`src/rtl/perf_dump_ctrl_pkg.sv`:
```
`default_nettype none
// ============================================================================
// Module   : perf_pkg
// Brief    : Shared types and helpers for the performance-counter dump block.
// Revision : 1.0 - initial release
// ============================================================================
package perf_pkg;

  // Controller states: IDLE waits for a trigger, DRAIN streams the snapshot.
  typedef enum logic [0:0] {
    ST_IDLE  = 1'b0,
    ST_DRAIN = 1'b1
  } perf_state_e;

  localparam int DEF_NUM_EVENT = 8;
  localparam int DEF_CNT_WIDTH = 32;

  // Width of an event-source index; never narrower than one bit.
  function automatic int id_w(input int num_event);
    return (num_event > 1) ? $clog2(num_event) : 1;
  endfunction

  localparam int DEF_ID_W = id_w(DEF_NUM_EVENT);

  // One dump beat as seen by the log sink (default-configuration widths).
  typedef struct packed {
    logic [DEF_ID_W-1:0]      id;
    logic [DEF_CNT_WIDTH-1:0] value;
    logic                     sat;
  } perf_entry_t;

endpackage
`default_nettype wire

```
`src/rtl/perf_counter_sat.sv`:
```
`default_nettype none
// ============================================================================
// Module   : perf_counter_sat
// Brief    : Saturating event counter with a sticky saturation flag. A clear
//            wins over an increment, but an increment in the clear cycle is
//            kept so the counter restarts at 1 instead of losing the event.
// Revision : 1.0 - initial release
// ============================================================================
module perf_counter_sat #(
  parameter int CNT_WIDTH = 32
) (
  input  logic                 clk,
  input  logic                 rst,
  input  logic                 inc,
  input  logic                 clr,
  output logic [CNT_WIDTH-1:0] count,
  output logic                 sat
);

  localparam logic [CNT_WIDTH-1:0] C_MAX = '1;
  localparam logic [CNT_WIDTH-1:0] C_ONE = CNT_WIDTH'(1);

  logic [CNT_WIDTH-1:0] r_count;
  logic                 r_sat;

  // Count up to the ceiling; the flag latches once the ceiling is reached.
  always_ff @(posedge clk or negedge rst) begin
    if (!rst) begin
      r_count <= '0;
      r_sat   <= 1'b0;
    end else if (clr) begin
      r_count <= inc ? C_ONE : '0;
      r_sat   <= inc && (C_ONE == C_MAX);
    end else if (inc) begin
      if (r_count != C_MAX) begin
        r_count <= r_count + C_ONE;
      end
      if (r_count >= (C_MAX - C_ONE)) begin
        r_sat <= 1'b1;
      end
    end
  end

  assign count = r_count;
  assign sat   = r_sat;

endmodule
`default_nettype wire

```
`src/rtl/perf_dump_ctrl.sv`:
```
`default_nettype none
// ============================================================================
// Module   : perf_dump_ctrl
// Brief    : Per-source saturating event counters sharing one serial dump
//            port. A dump request or the interval timer snapshots every
//            counter in one cycle; the snapshot is then drained one entry per
//            accepted valid/ready beat. Triggers arriving mid-drain collapse
//            into a single pending dump started right after the last beat.
// Revision : 1.0 - initial release
// ============================================================================
module perf_dump_ctrl
  import perf_pkg::*;
#(
  parameter int NUM_EVENT     = 8,
  parameter int CNT_WIDTH     = 32,
  parameter int INTERVAL      = 4096,
  parameter int CLEAR_ON_DUMP = 1
) (
  input  logic                         clk,
  input  logic                         rst,
  input  logic                         cnt_en,
  input  logic [NUM_EVENT-1:0]         event_i,
  input  logic                         dump_req,
  output logic                         out_valid,
  input  logic                         out_ready,
  output logic [$clog2(NUM_EVENT)-1:0] out_id,
  output logic [CNT_WIDTH-1:0]         out_value,
  output logic                         out_sat,
  output logic                         out_last,
  output logic                         busy
);

  localparam int             ID_W       = id_w(NUM_EVENT);
  localparam logic [ID_W-1:0] C_IDX_LAST = ID_W'(NUM_EVENT - 1);
  localparam logic [ID_W-1:0] C_IDX_ONE  = ID_W'(1);

  perf_state_e          r_state;
  perf_state_e          w_state_nxt;
  logic [ID_W-1:0]      r_idx;
  logic                 r_pending;
  logic                 w_timer_hit;
  logic                 w_trigger;
  logic                 w_take;
  logic                 w_accept;
  logic                 w_last;
  logic                 w_clr;

  logic [CNT_WIDTH-1:0] w_live_cnt [NUM_EVENT];
  logic [NUM_EVENT-1:0] w_live_sat;
  logic [CNT_WIDTH-1:0] r_snap_val [NUM_EVENT];
  logic [NUM_EVENT-1:0] r_snap_sat;

  // --------------------------------------------------------------------------
  // Interval timer: free-running, independent of cnt_en and of the FSM.
  // --------------------------------------------------------------------------
  generate
    if (INTERVAL != 0) begin : g_timer
      localparam int              TMR_W      = (INTERVAL > 1) ? $clog2(INTERVAL) : 1;
      localparam logic [TMR_W-1:0] C_TMR_LAST = TMR_W'(INTERVAL - 1);
      localparam logic [TMR_W-1:0] C_TMR_ONE  = TMR_W'(1);

      logic [TMR_W-1:0] r_timer;

      // Wrap to zero on the terminal count so the period is exactly INTERVAL.
      always_ff @(posedge clk or negedge rst) begin
        if (!rst) begin
          r_timer <= '0;
        end else if (r_timer == C_TMR_LAST) begin
          r_timer <= '0;
        end else begin
          r_timer <= r_timer + C_TMR_ONE;
        end
      end

      assign w_timer_hit = (r_timer == C_TMR_LAST);
    end else begin : g_no_timer
      assign w_timer_hit = 1'b0;
    end
  endgenerate

  // --------------------------------------------------------------------------
  // Live counters. The snapshot cycle clears them when CLEAR_ON_DUMP is set;
  // an event in that same cycle lands in the new epoch, not in the snapshot.
  // --------------------------------------------------------------------------
  assign w_clr = w_take && (CLEAR_ON_DUMP != 0);

  generate
    for (genvar gi = 0; gi < NUM_EVENT; gi++) begin : g_cnt
      perf_counter_sat #(
        .CNT_WIDTH (CNT_WIDTH)
      ) u_cnt (
        .clk   (clk),
        .rst   (rst),
        .inc   (cnt_en & event_i[gi]),
        .clr   (w_clr),
        .count (w_live_cnt[gi]),
        .sat   (w_live_sat[gi])
      );
    end
  endgenerate

  // --------------------------------------------------------------------------
  // Controller FSM
  // --------------------------------------------------------------------------
  assign w_trigger = dump_req | w_timer_hit | r_pending;
  assign w_last    = (r_idx == C_IDX_LAST);

  // State register.
  always_ff @(posedge clk or negedge rst) begin
    if (!rst) begin
      r_state <= ST_IDLE;
    end else begin
      r_state <= w_state_nxt;
    end
  end

  // Next-state decode plus the snapshot and beat-accept strobes.
  always_comb begin
    w_state_nxt = r_state;
    w_take      = 1'b0;
    w_accept    = 1'b0;
    case (r_state)
      ST_IDLE: begin
        if (w_trigger) begin
          w_take      = 1'b1;
          w_state_nxt = ST_DRAIN;
        end
      end
      ST_DRAIN: begin
        if (out_ready) begin
          w_accept = 1'b1;
          if (w_last) begin
            w_state_nxt = ST_IDLE;
          end
        end
      end
      default: begin
        w_state_nxt = ST_IDLE;
      end
    endcase
  end

  // Drain pointer: restarts at entry 0 on each snapshot.
  always_ff @(posedge clk or negedge rst) begin
    if (!rst) begin
      r_idx <= '0;
    end else if (w_take) begin
      r_idx <= '0;
    end else if (w_accept && !w_last) begin
      r_idx <= r_idx + C_IDX_ONE;
    end
  end

  // Any number of triggers during a drain fold into one follow-up dump.
  always_ff @(posedge clk or negedge rst) begin
    if (!rst) begin
      r_pending <= 1'b0;
    end else if (w_take) begin
      r_pending <= 1'b0;
    end else if ((r_state == ST_DRAIN) && (dump_req || w_timer_hit)) begin
      r_pending <= 1'b1;
    end
  end

  // Snapshot captures the pre-increment live values; frozen during DRAIN.
  always_ff @(posedge clk or negedge rst) begin
    if (!rst) begin
      for (int i = 0; i < NUM_EVENT; i++) begin
        r_snap_val[i] <= '0;
      end
      r_snap_sat <= '0;
    end else if (w_take) begin
      for (int i = 0; i < NUM_EVENT; i++) begin
        r_snap_val[i] <= w_live_cnt[i];
      end
      r_snap_sat <= w_live_sat;
    end
  end

  // --------------------------------------------------------------------------
  // Output port: driven from state so reset removes out_valid immediately.
  // Payload is forced to zero outside DRAIN.
  // --------------------------------------------------------------------------
  assign out_valid = (r_state == ST_DRAIN);
  assign busy      = out_valid;
  assign out_id    = out_valid ? r_idx : '0;
  assign out_value = out_valid ? r_snap_val[r_idx] : '0;
  assign out_sat   = out_valid && r_snap_sat[r_idx];
  assign out_last  = out_valid && w_last;

endmodule
`default_nettype wire
```
`config.mk`:
```
export PLATFORM = sky130hd
export DESIGN_NAME = perf_dump_ctrl
export DESIGN_NICKNAME = d
export VERILOG_FILES = /design/src/rtl/perf_dump_ctrl_pkg.sv /design/src/rtl/perf_counter_sat.sv /design/src/rtl/perf_dump_ctrl.sv
export SDC_FILE = /design/constraint.sdc
export NUM_CORES = 1
export LEC_CHECK = 0
export CAP_MARGIN = 20
export CORE_MARGIN = 2
export CORE_UTILIZATION = 25
export DETAILED_ROUTE_END_ITERATION = 6
export RECOVER_POWER = 25
export SLEW_MARGIN = 10
export SYNTH_ARGS = -nofsm -noshare
export SYNTH_HDL_FRONTEND = slang
export SYNTH_SLANG_ARGS = --single-unit
```
`constraint.sdc`:
```
create_clock -name clk -period 5.1 [get_ports clk]
set_input_delay 1.02 -clock clk [delete_from_list [all_inputs] [get_ports clk]]
set_output_delay 1.02 -clock clk [all_outputs]
set_load 0.1 [all_outputs]
```
==> results of run 1 <==
[sequential cells by signal, summed over array words and instances, names as in the netlist]
signal and count:
r_snap_val 256, g_cnt.u_cnt.count 256, r_snap_sat 8, r_pending 1, r_idx 3, g_cnt.u_cnt.sat 8, busy 1, g_timer.r_timer 12
[through the flow]
stage	power (W)	util, %	instance area [um2]
after floorplan	0.00673	-	26600
after global placement	0.00745	27.1	28600
after detailed placement	0.00748	27.1	28600
after CTS	0.0117	28.9	30400
after global routing	0.0121	28.9	30400
final	0.0116	28.9	30400
[cells in the mapped netlist, drive strengths merged (30+ instances only)]
master | number | share of area (%)
o21ai | 44 | 0.83
dfrtp | 545 | 51
mux4 | 66 | 5.6
nand4 | 116 | 2.8
xor2 | 145 | 4.8
nor2 | 323 | 4.6
and3 | 46 | 1.1
nor3 | 62 | 1.2
nand2 | 857 | 12
xnor2 | 77 | 2.5
buf | 67 | 1.2
a21oi | 30 | 0.58
mux2i | 38 | 1.4
clkbuf | 75 | 1.1
nand3 | 100 | 1.9
nor4 | 35 | 0.96
[critical path, delay by kind of cell (launching register included)]
family,cells,cell delay (ns)
buffers and inverters,2,1.41
flip-flops,1,0.67
multiplexers,2,0.58
AND/OR/NAND/NOR,1,0.06
[power by group]
| group | leakage (nW) | internal [W] | switching, W |
|---|---|---|---|
| clock network | 0.925 | 0.00243 | 0.00173 |
| registers | 7.52 | 0.00458 | 0.000434 |
| logic | 5.53 | 0.000725 | 0.00165 |
[cell type report]
cell class / count / area share, %
sequential: 545 / 44.8
multi-input combinational: 2117 / 40.2
clock buffer: 88 / 5.74
tap: 1391 / 5.72
timing repair buffer: 86 / 2.71
clock inverter: 12 / 0.374
inverter: 30 / 0.370
[layer usage]
| layer | wire length [um] | part of all wire [%] | vias up | GRT usage (%) |
|---|---|---|---|---|
| met2 | 31800 | 44 | 539 | 20.0 |
| met3 | 4070 | 5.6 | 118 | 2.46 |
| met1 | 34500 | 47 | 10100 | 19.5 |
| li1 | - | - | 9579 | - |
| met4 | 2510 | 3.4 | 0 | 4.68 |
| met5 | 0 | 0 | - | 0 |
[logic make-up (layout without fill, tap and decap cells)]
kind of cell    Yosys count  after routing
buf+inv                 172            216
mux                     104            104
xor+xnor                222            222
fa+ha+maj                19             19
simple gates           1640           1640
compound gates          132            132
flops                   545            545
[final timing paths]
path                                      endpoint  slack, ns
max in group asynchronous       g_timer.r_timer[5]       1.24
hold / removal                       r_snap_sat[2]       0.46
setup / recovery                     out_value[21]       0.74
hold reg to reg                      r_snap_sat[2]       0.46
setup reg to reg           g_cnt[5].u_cnt.count[0]       2.22
min in group asynchronous  g_cnt[3].u_cnt.count[6]       1.32
==> flow_summary.toml, run 1 <==
[run_status]
outcome = "finished, violations left"
failed_checks = "DRC, capacitance limit, slew limit"

[synthesis]
synth_seq_cells = 545
synth_compound_area_share_pct = 3.26
syn-num-nets = 2866
synth_fa_ha_area_share_pct = 0.894
yosys.cell_types.count = 65
syn-instance-count = 2834
netlist_area_mm2 = 0.0266
ys_warn_count = 0
ys.flop_type = "dfrtp_1"
ys_seq_area_share_pct = 51.3
synth_xor_xnor_area_share_pct = 7.32
synth_top_family_by_area = "simple AND/OR/NAND/NOR gates"
synthSimpleGateAreaFrac_pct = 27.5
synth_edf_count = 0
ys_async_sr_fraction_pct = 100
synth_area_per_cell_um2 = 9.38
muxShareOfSynthArea_pct = 7.02

[timing]
finalHoldViolations = 0
timing.fmax_mhz = 230
min_period_ns = 4.36
maxSlewViolCount = 102
relSlewSlack_pct = -92.2
fin_ws_ns = 0.745
hold_slack_ns = 0.455
tightest_slew_ns = 2.88
setup_tns_ns = 0
finalCritPeriodShare_pct = 85.4
finClkSkew_ns = 0.0265
setup_viol = 0
rsz0062_at_grt = "no"

[clock_network]
cts_resized = 0
cts_hold_buf = 0
clk_latency_ns = 0.62
clockBufferDepth = 3
clock_sinks = 545
htreeDepth = 2
path_clk_slew_ns = 0.06
cts_setup_buffers = 0
cts_root_buf = "clkbuf_16"
cts_tree = "yes"
cts_buffers = 57

[placed_design]
pre_cts_ws_ns = 1.37
gp_congestion = 0.867
numPortBuffers = 51
hpwl_um = 52400
dp_cells = 4169

[grt]
grt_remaining_overflow = 0
grt_usage_pct = 13.4
grt_pass1_vias = 19300
antenna_found_initial = 1
grt_max_degree = 185
grt_pass1_wl_um = 116000

[finish]
instances_no_fill = 4269
drive_above_1_share_pct = 8.48
seqCellArea_mm2 = 0.0136
fin_nets = 2869
num_antenna_cells = 0
multi_input_area_mm2 = 0.0122
most-common-layout-cells = "nand2_1, dfrtp_1, nor2_1"
final_common_cell = "nand2_1"
num-fill-cells = 11100
area_growth_pct = 14.5

[run]
max_cap_viol_count = 1

[worst_setup_path]
reg2reg_depth = 6
slowest_delay_ns = 0.98
crit_chain = "buf_4 > mux4_2 > mux2i_1 > nor2_1 > clkdlybuf4s50_1"
worstSetupPathType = "reg2out"
r2r-start = "g_cnt[5].u_cnt.count[4]"
worstPathMaxFanout = 26
startpoint_type = "register"
critPathArrivalTime_ns = 3.34
cpMaxStageDelayCell = "clkdlybuf4s50_1"
worst_setup_path_end_kind = "output pin"
worst-endpoint-required_ns = 4.08
setup.worst_path.start = "r_idx[1]"

[route]
drc = 8
drt_iter0_markers = 1904
wl_um = 72900
ant_nets = 0
post_drt_wl_per_cell_um = 17.1
dr.pass1.iters = 7
viasPerCell = 4.76
num_vias = 20300

[floorplan]
die_area_mm2 = 0.109
die_h_um = 330
core_area_mm2 = 0.105
initial_core_util_pct = 25.2
rows = 119
io-pin-count = 52
die_width_um = 330

[min_path]
holdCritStartpoint = "g_cnt[2].u_cnt.sat"
holdPathStages = 2
min_path_type = "reg2reg"

[power_and_ir_drop]
power-per-cell-area_mw_per_mm2 = 380
p_leak_nw = 14.0
ir_drop_v = 0.000319
Power figures use the tool's default switching activity.
==> run 2, diff against run 1 <==
- SKIP_LAST_GASP: not set -> 1
==> results of run 2 <==
No change in the layout: final DEF, timing and power equal those of run 1.
